<file path="config.mk">
export PLATFORM = sky130hd
export DESIGN_NAME = ball_pace_ctrl
export DESIGN_NICKNAME = d
export VERILOG_FILES = /design/src/rtl/ball_pace_ctrl.sv
export SDC_FILE = /design/constraint.sdc
export NUM_CORES = 1
export LEC_CHECK = 0
export ABC_CLOCK_PERIOD_IN_PS = 4400
export CAP_MARGIN = 10
export CELL_PAD_IN_SITES_DETAIL_PLACEMENT = 1
export CELL_PAD_IN_SITES_GLOBAL_PLACEMENT = 2
export CORE_UTILIZATION = 25
export CTS_CLUSTER_DIAMETER = 80
export DETAILED_ROUTE_END_ITERATION = 8
export GPL_ROUTABILITY_DRIVEN = 0
export PLACE_DENSITY_LB_ADDON = 0.12
export SYNTH_ARGS = -nofsm -noshare
export SYNTH_HDL_FRONTEND = slang
export SYNTH_SLANG_ARGS = --single-unit
</file>
<file path="constraint.sdc">
create_clock -name CLK -period 4.4 [get_ports CLK]
set_input_delay 1.32 -clock CLK [delete_from_list [all_inputs] [get_ports CLK]]
set_output_delay 1.32 -clock CLK [all_outputs]
set_load 0.005 [all_outputs]
</file>
<file path="src/rtl/ball_pace_ctrl.sv">
// rtl/ball_pace_ctrl.sv - serve delay and ball-step pacing over an external ripple counter
module ball_pace_ctrl #(
    parameter int WIDTH       = 8,
    parameter int SERVE_DLY   = 200,
    parameter int BASE_PERIOD = 40,
    parameter int MIN_PERIOD  = 10,
    parameter int SPEEDUP     = 2
) (
    input  logic             CLK,
    input  logic             RST,
    input  logic             TICK,
    input  logic             START,
    input  logic             HIT,
    input  logic             MISS,
    input  logic [WIDTH-1:0] CNT_Q,
    output logic             CNT_EN,
    output logic             CNT_CLRN,
    output logic             STEP,
    output logic [WIDTH-1:0] PERIOD,
    output logic [1:0]       STATE,
    output logic             SERVING
);

    typedef enum logic [1:0] {
        S_IDLE   = 2'b00,
        S_SERVE  = 2'b01,
        S_RUN    = 2'b10,
        S_UNUSED = 2'b11
    } state_t;

    localparam logic [WIDTH-1:0] SERVE_LIM = WIDTH'(SERVE_DLY);
    localparam logic [WIDTH-1:0] BASE      = WIDTH'(BASE_PERIOD);
    localparam logic [WIDTH-1:0] MINP      = WIDTH'(MIN_PERIOD);
    localparam logic [WIDTH-1:0] SPD       = WIDTH'(SPEEDUP);
    // One extra bit so MIN_PERIOD+SPEEDUP cannot wrap in the saturation test
    localparam logic [WIDTH:0]   FLOOR     = (WIDTH+1)'(MIN_PERIOD) + (WIDTH+1)'(SPEEDUP);

    state_t           state, state_nxt;
    logic [WIDTH-1:0] limit, limit_m1, period_nxt;
    logic             active, term, clrn_nxt, step_nxt;

    always_comb begin
        active   = (state == S_SERVE) || (state == S_RUN);
        limit    = (state == S_SERVE) ? SERVE_LIM : PERIOD;
        limit_m1 = limit - WIDTH'(1);
        // >= rather than == so a PERIOD shrunk below the count still terminates
        term     = TICK && active && CNT_CLRN && (CNT_Q >= limit_m1);
        CNT_EN   = TICK && active && CNT_CLRN && !term;

        state_nxt = state;
        case (state)
            S_SERVE: begin
                if (MISS)      state_nxt = S_IDLE;
                else if (term) state_nxt = S_RUN;
            end
            S_RUN: begin
                if (MISS) state_nxt = S_IDLE;
            end
            default: begin
                state_nxt = START ? S_SERVE : S_IDLE;
            end
        endcase

        clrn_nxt = (state_nxt != S_IDLE) && !term;
        step_nxt = (state == S_RUN) && term && !MISS;

        period_nxt = PERIOD;
        if (state_nxt == S_IDLE) begin
            period_nxt = BASE;
        end else if ((state == S_RUN) && HIT) begin
            period_nxt = ({1'b0, PERIOD} >= FLOOR) ? (PERIOD - SPD) : MINP;
        end
    end

    always_ff @(posedge CLK) begin
        if (RST) begin
            state    <= S_IDLE;
            CNT_CLRN <= 1'b0;
            STEP     <= 1'b0;
            PERIOD   <= BASE;
        end else begin
            state    <= state_nxt;
            CNT_CLRN <= clrn_nxt;
            STEP     <= step_nxt;
            PERIOD   <= period_nxt;
        end
    end

    assign STATE   = state;
    assign SERVING = (state == S_SERVE);

endmodule

</file>
Word-level counts from Yosys, hierarchy flattened
Index checks and enable logic that the tools add are counted.
{ "classes": {"addsub": 2, "order_cmp": 2, "eq_ne": 2, "mux": 7, "reduce_logical": 14} }
{ "op_table": {"columns": ["op", "n"], "rows": [
  ["$mux W8", 2],
  ["$ge A8 B4 Y1 const B", 1],
  ["$ge A8 B8 Y1", 1],
  ["$logic_and A1 B1 Y1", 8],
  ["$sub A8 B1 Y8 const B", 1],
  ["$sub A8 B2 Y8 const B", 1],
  ["$mux W2", 3],
  ["$pmux W2 S2", 1],
  ["$eq A2 B1 Y1 const B", 1],
  ["$eq A2 B2 Y1 const B", 1],
  ["$logic_not A1 Y1", 2],
  ["$logic_not A2 Y1", 1],
  ["$reduce_bool A2 Y1", 1],
  ["$reduce_or A2 Y1", 1],
  ["$logic_or A1 B1 Y1", 1],
  ["$mux W1", 1]
]} }
{ "totals": {"register_bits": 12, "in_bits": 14, "out_inout_bits": 14, "wordCells": 31} }

Logic depth before layout (Yosys ltp)
{ "depth": {"depth_word": 10, "mapped_depth": 11, "depth_no_buf": 10} }

Worst setup path before layout
OpenSTA, ideal clock, no wires.
{ "synth_timing": {"kind": "input to output", "from": "input CNT_Q[0]", "to": "output CNT_EN", "t_arrival_ps": 2554, "required_ps": 3080, "path_slack_ps": 526, "cell_stages": 5, "path_buffers": 0, "cell_sequence": "inv_1 > ha_1 > nand2b_1 > a2111o_1 > a2111oi_0"} }
{ "synth_via": {"elab_chain_len": 4} }
{ "synth_lines": {"columns": ["item", "line_no", "text"], "rows": [
  ["start: declaration", "15", "input logic [WIDTH-1:0] CNT_Q,"],
  ["$ge A8 B8 Y1", "47", "term = TICK && active && CNT_CLRN && (CNT_Q >= limit_m1);"],
  ["$logic_and A1 B1 Y1", "47", null],
  ["$logic_not A1 Y1", "48", "CNT_EN = TICK && active && CNT_CLRN && !term;"],
  ["$logic_and A1 B1 Y1", "48", null],
  ["end: declaration", "16", "output logic CNT_EN,"]
]} }
No other way between the ends.

Worst setup path after layout
{ "layout_timing": {"from": "input CNT_Q[1]", "to": "output CNT_EN"} }
The elaborated chain is that of the path after synthesis.

==> metrics <==
status=finished clean; synth warn=0; number of global-route vias before repair=994; Yosys cell types=41; worst skew pair latency=0.28 ns; Core Util, Final=38.3%; uppermost routed layer=met4; peak supply drop=~70 uV; Crit path arrival time=just under 3 ns; FF+latch count, synth=11; Fin Setup TNS=0 ns; share of the synthesized area in the top cell type=25.1%; placed cells=186; main area contributors after synthesis=dfxtp_1 (25%), ha_1 (16%), nand2_1 (4.7%); initial drt markers=23; routed len/inst=14.5 um; H-tree Lvls=1; cell taking the most area after synthesis=dfxtp_1; CP Capture Type=primary output; aggregate global routing overflow=0; Num CTS Buffers=3; PortBufs=26; Met1 Wirelength=1410 um; Fmax=0.233 GHz; Post-route DRC=0; CP max FO=2; Layout Skew=0.00319 ns; final std cell area, no fill=0.00128 sq mm; gate count after technology mapping=112; Clock Tree Root=clkbuf_4; Pleak=0.517 nW; DRT antenna net count=0; Synth Flop Type=dfxtp_1; worst r2r dst=PERIOD[3]; Sequential cell area=220 sq um; Syn Nets=approximately 140; area of the multi-input gates=631 sq um; CTS tree=yes; WHS Endpoint=PERIOD[7]; core footprint=around 0.0033 sq mm; synthesis-to-layout area growth=46.0%; Initial DRT Pass Iterations=4; min-delay src=PERIOD[7]; io pins=28; Slew HR=roughly 57%; die area=0.00374 sq mm; Worst EP required=3.08 ns; layout cells sized above 1=11.7%; post-route clock period utilization=97.4%; Starting Density=26.2%; GRT Overall Usage=17.2%; Die Width=61.2 um; RSZ-0062 raised after global routing=false; critical path class=in -> out; number of flops mapped to enable cells by yosys=0; # clock sinks=11; hold crit path type=reg -> reg; Chip Height=61.2 um; Post-Synthesis Cell Area=876 sq um; commonest non-fill, non-tap cell in the layout=clkdlybuf4s50_1; syn avg cell area=7.82 sq um; initial antenna violation count=0; R2R Setup Slk=approximately 1.1 ns; vias=951; Worst R2R Path Depth=11; met3 WL=97 um; largest net degree at the start of global routing=13; Reg2Reg Launch Point=PERIOD[1]; # rows=21; Clock Pin Slew Worst Setup and Hold Paths=0.08 ns; Max-Cap Viols=0; minimum clock period=~4.3 ns; met2 wire length=between 1000 and 1500 um; pre-CTS setup slack=-0.477 ns; Worst setup SP type=primary input; final-layout fill cell count=412; most frequent cells in the layout=clkdlybuf4s50_1 (24), dfxtp_1 (11), nand2_1 (11), ha_1 (11), nor2_1 (9); area of placed instances=0.00122 sq mm; Final setup viols=0; CTS Buffer Depth=2; Final Net Count=between 150 and 200; PwrDens=174 mW/mm^2; Final Max Slew Viols=0; final hold violation count=0; hold depth=1; async set or reset register ratio after synthesis=0%; first-pass GRT wire length=4690 um; Detailed Place HPWL=2200 um; vias per cell=4.98; Antenna diodes=0; final worst-path setup slack=between 0.1 and 0.15 ns; Slew @ Worst Pin=0.631 ns; total routed wirelength=2770 um; sequential share of the synthesized area=25.1%; Post-Layout Cell Count=191
[metal layers]
layer  up-vias  GRT usage (%)
li1        470              -
met1       459           23.8
met2        18           26.9
met3         4           2.31
met4         0           6.82
met5         -              0
[cell usage after synthesis, drive strengths merged (2+ instances only)]
master and count:
nor2 9, a21oi 8, o21ai 6, a21boi 2
buf 3, conb 2, nand4 2, inv 7
clkbuf 2, nor3 4, ha 11, nand2b 2
dfxtp 11, xnor2 2, or4 2, o21bai 2
nand3 3, and3 2, nand2 11, nor4 3
and2 2
[flip-flops by register name, indices dropped and copies added, names as in the netlist]
signal / cells
PERIOD: 7
STATE: 2
CNT_CLRN: 1
STEP: 1
[timing repair]
item                       CTS  global route
pin swaps                    1             2
buffers inserted             1             0
setup endpoints to repair    1             1
hold buffers                 0             0
gates cloned                 0             0
gates resized for setup      6             3
[worst max path at each step]
| stage | start | endpoint | slack [ns] |
|---|---|---|---|
| floorplan | CNT_Q[0] | CNT_EN | 0.53 |
| global placement | CNT_Q[0] | CNT_EN | -0.42 |
| detailed placement | CNT_Q[0] | CNT_EN | -0.48 |
| CTS | CNT_Q[0] | CNT_EN | 0.04 |
| global route | CNT_Q[1] | CNT_EN | 0.03 |
| finish | CNT_Q[1] | CNT_EN | 0.12 |
[critical path: stages]
cell,delay [ns]
clkdlybuf4s50_1,0.41
ha_1,0.29
a2111o_1,0.43
a2111oi_4,0.35
buf_2,0.16
[power breakdown]
group | switching [W] | internal (W)
Sequential | 0.00000117 | 0.000101
Clock | 0.0000405 | 0.0000352
Combinational | 0.0000192 | 0.0000255
[cells by family (layout without fill, tap and decap cells)]
group           count (synthesis)  after routing  share of synthesized area (%)
xor+xnor                        3              3                           3.00
fa+ha+maj                      11             11                           15.7
other cells                     2              2                          0.857
simple gates                   43             43                           26.1
compound gates                 30             30                           23.3
flops                          11             11                           25.1
buf+inv                        12             45                           5.86
[area by class of cell]
| cell class | instances | share of cell area [%] |
|---|---|---|
| clock buffer | 4 | 2.05 |
| inverter | 7 | 2.05 |
| multi-input combinational | 89 | 49.3 |
| sequential | 11 | 17.2 |
| tap | 46 | 4.50 |
| timing repair buffer | 34 | 24.9 |
[stage by stage]
stage                     total power [W]  hold WS [ns]
final                            0.000222         0.545
after global routing             0.000232         0.574
after CTS                        0.000222         0.549
after detailed placement         0.000145         0.538
after global placement           0.000143         0.534
after floorplan                  0.000121         0.516
Note: power is estimated with default switching activity, not from simulation.
==> patch: new RTL, config.mk and constraints unchanged <==
Put a register stage on the output `CNT_EN`. The value now appears one clock later. The other outputs are not delayed to match.
--- a/src/rtl/ball_pace_ctrl.sv
+++ b/src/rtl/ball_pace_ctrl.sv
@@ -35,6 +35,8 @@
     // One extra bit so MIN_PERIOD+SPEEDUP cannot wrap in the saturation test
     localparam logic [WIDTH:0]   FLOOR     = (WIDTH+1)'(MIN_PERIOD) + (WIDTH+1)'(SPEEDUP);
 
+    logic CNT_EN_d;
+
     state_t           state, state_nxt;
     logic [WIDTH-1:0] limit, limit_m1, period_nxt;
     logic             active, term, clrn_nxt, step_nxt;
@@ -45,7 +47,7 @@
         limit_m1 = limit - WIDTH'(1);
         // >= rather than == so a PERIOD shrunk below the count still terminates
         term     = TICK && active && CNT_CLRN && (CNT_Q >= limit_m1);
-        CNT_EN   = TICK && active && CNT_CLRN && !term;
+        CNT_EN_d = TICK && active && CNT_CLRN && !term;
 
         state_nxt = state;
         case (state)
@@ -89,5 +91,9 @@
     assign STATE   = state;
     assign SERVING = (state == S_SERVE);
 
+    always_ff @(posedge CLK) begin
+        CNT_EN <= CNT_EN_d;
+    end
+
 endmodule
 
Check against the original RTL: not equivalent (a bounded check fails within 4 cycles, from zero or initial values and one cycle with RST high).
==> patch against the unedited design <==
- wire length down 8.4%
- worst setup slack better by 1.1 ns
- design area down 4.2%
- power up 6.0%
- final cell count down 3.7%
- clock skew about the same
- clock power up 15%
- register-to-register slack better by 0.19 ns
- synthesized area up 2.3%
- sequential cell count up 1
==> patch: results <==
set metrics [dict create \
    status "finished clean" \
    postSynthAreaPerCell_um2 7.93 \
    worstSetupStartpointType "flip-flop" \
    p_switching_mw 0.0536 \
    slew_headroom_pct 61.2 \
    grt_pass1_vias 900 \
    routed_wirelength_um 2540 \
    post-cts-setup-buffers 0 \
    synth_cell_types 41 \
    min_path_type "reg -> reg" \
    cp.arrival_ns 3.26 \
    crit_family "simple AND/OR/NAND/NOR gates" \
    syn-num-nets 138 \
    slowest_stage "or3_1" \
    leakage_nw 0.475 \
    dpl.cell_count 180 \
    hold_slack_ns 0.515 \
    ys_top_cells_by_count "dfxtp_1, ha_1, nand2_1" \
    synthTopCellsByArea "dfxtp_1, ha_1, nand2_1, a21oi_1, nor2_1" \
    top_layer_used "met4" \
    dr_wl_met2_um 1140 \
    finClkSkew_ns 0.00341 \
    slowest_delay_ns 0.52 \
    ir_drop_mv 0.124 \
    nets 164 \
    dr.first_iter.drc_count 27 \
    reg2reg_setup_slack_ns 1.25 \
    wl_per_cell_um 13.8 \
    hp-start "CNT_CLRN" \
    dr_wl_met3_um 169 \
    n_fill_cell 397 \
    synth_top_area_share_pct 26.8 \
    timing.rr.start "PERIOD[1]" \
    holdPathEnd "CNT_EN" \
    grt_pass1_wl_um 4190 \
    ys_seq_area_share_pct 26.8 \
    grtUsageMet1_pct 20.5 \
    clk_path_buf_depth 2 \
    grt_use_met3_pct 4.55 \
    whs_path_depth 2 \
    r2r_cells 10 \
    grt_use_total_pct 15.2 \
    cts_resized 0 \
    drive_gt1_share_pct 5.07 \
    use_met2_pct 23.7 \
    viasPerCell 4.87 \
    met1Wirelength_um 1220 \
    dp_hpwl_um 2040 \
    path_max_fanout 7 \
]
[patch: cell count changes after synthesis, sizes merged]
| cell | delta |
|---|---|
| dfxtp | +1 |
[patch: worst max path at each step]
stage                end  slack, ns  cells after the start
2_1_floorplan  PERIOD[7]       1.68                      7
3_3_place_gp   PERIOD[7]       1.07                      8
3_5_place_dp   PERIOD[3]       0.98                      7
4_1_cts        PERIOD[3]       1.20                     10
5_1_grt        PERIOD[3]       0.93                     10
6_report       PERIOD[3]       1.25                     10
[patch: final cells by class]
type                            count  share of cell area (%)
Multi-Input combinational cell     89                    49.3
Timing Repair Buffer               26                    21.2
Sequential cell                    12                    19.6
Tap cell                           46                    4.70
Clock buffer                        4                    2.96
Inverter                            7                    2.15
[patch: per-stage QoR]
step	setup WS (ns)	instance area (um^2)	utilization [%]
after floorplan	1.68	896	-
after global placement	1.07	1190	35.1
after detailed placement	0.977	1190	35.1
after CTS	1.20	1220	36.1
after global routing	0.929	1220	36.1
final	1.25	1220	36.1
[patch: tightest hold or removal path, stage by stage (launching register included)]
cell	delay, ns
dfxtp_1	0.31
nand2_1	0.09
a2111oi_0	0.07
[patch: power groups by stage]
| stage | registers, mW | clock network (mW) | logic [mW] |
|---|---|---|---|
| after global placement | 0.113 | 0 | 0.0374 |
| after floorplan | 0.113 | 0 | 0.0175 |
| after CTS | 0.111 | 0.0911 | 0.0386 |
| after global routing | 0.111 | 0.0972 | 0.0431 |
| after detailed placement | 0.113 | 0 | 0.0385 |
| final | 0.111 | 0.0868 | 0.0378 |
[patch: kinds of logic after synthesis]
kind of cell / Yosys count / synth area share (%)
and+or+nand+nor: 43 / 25.6
AOI/OAI and AO/OA: 30 / 22.8
buffers and inverters: 12 / 5.73
DFF: 12 / 26.8
adders and majority gates: 11 / 15.4
xor gates and xnor gates: 3 / 2.93
other: 2 / 0.838
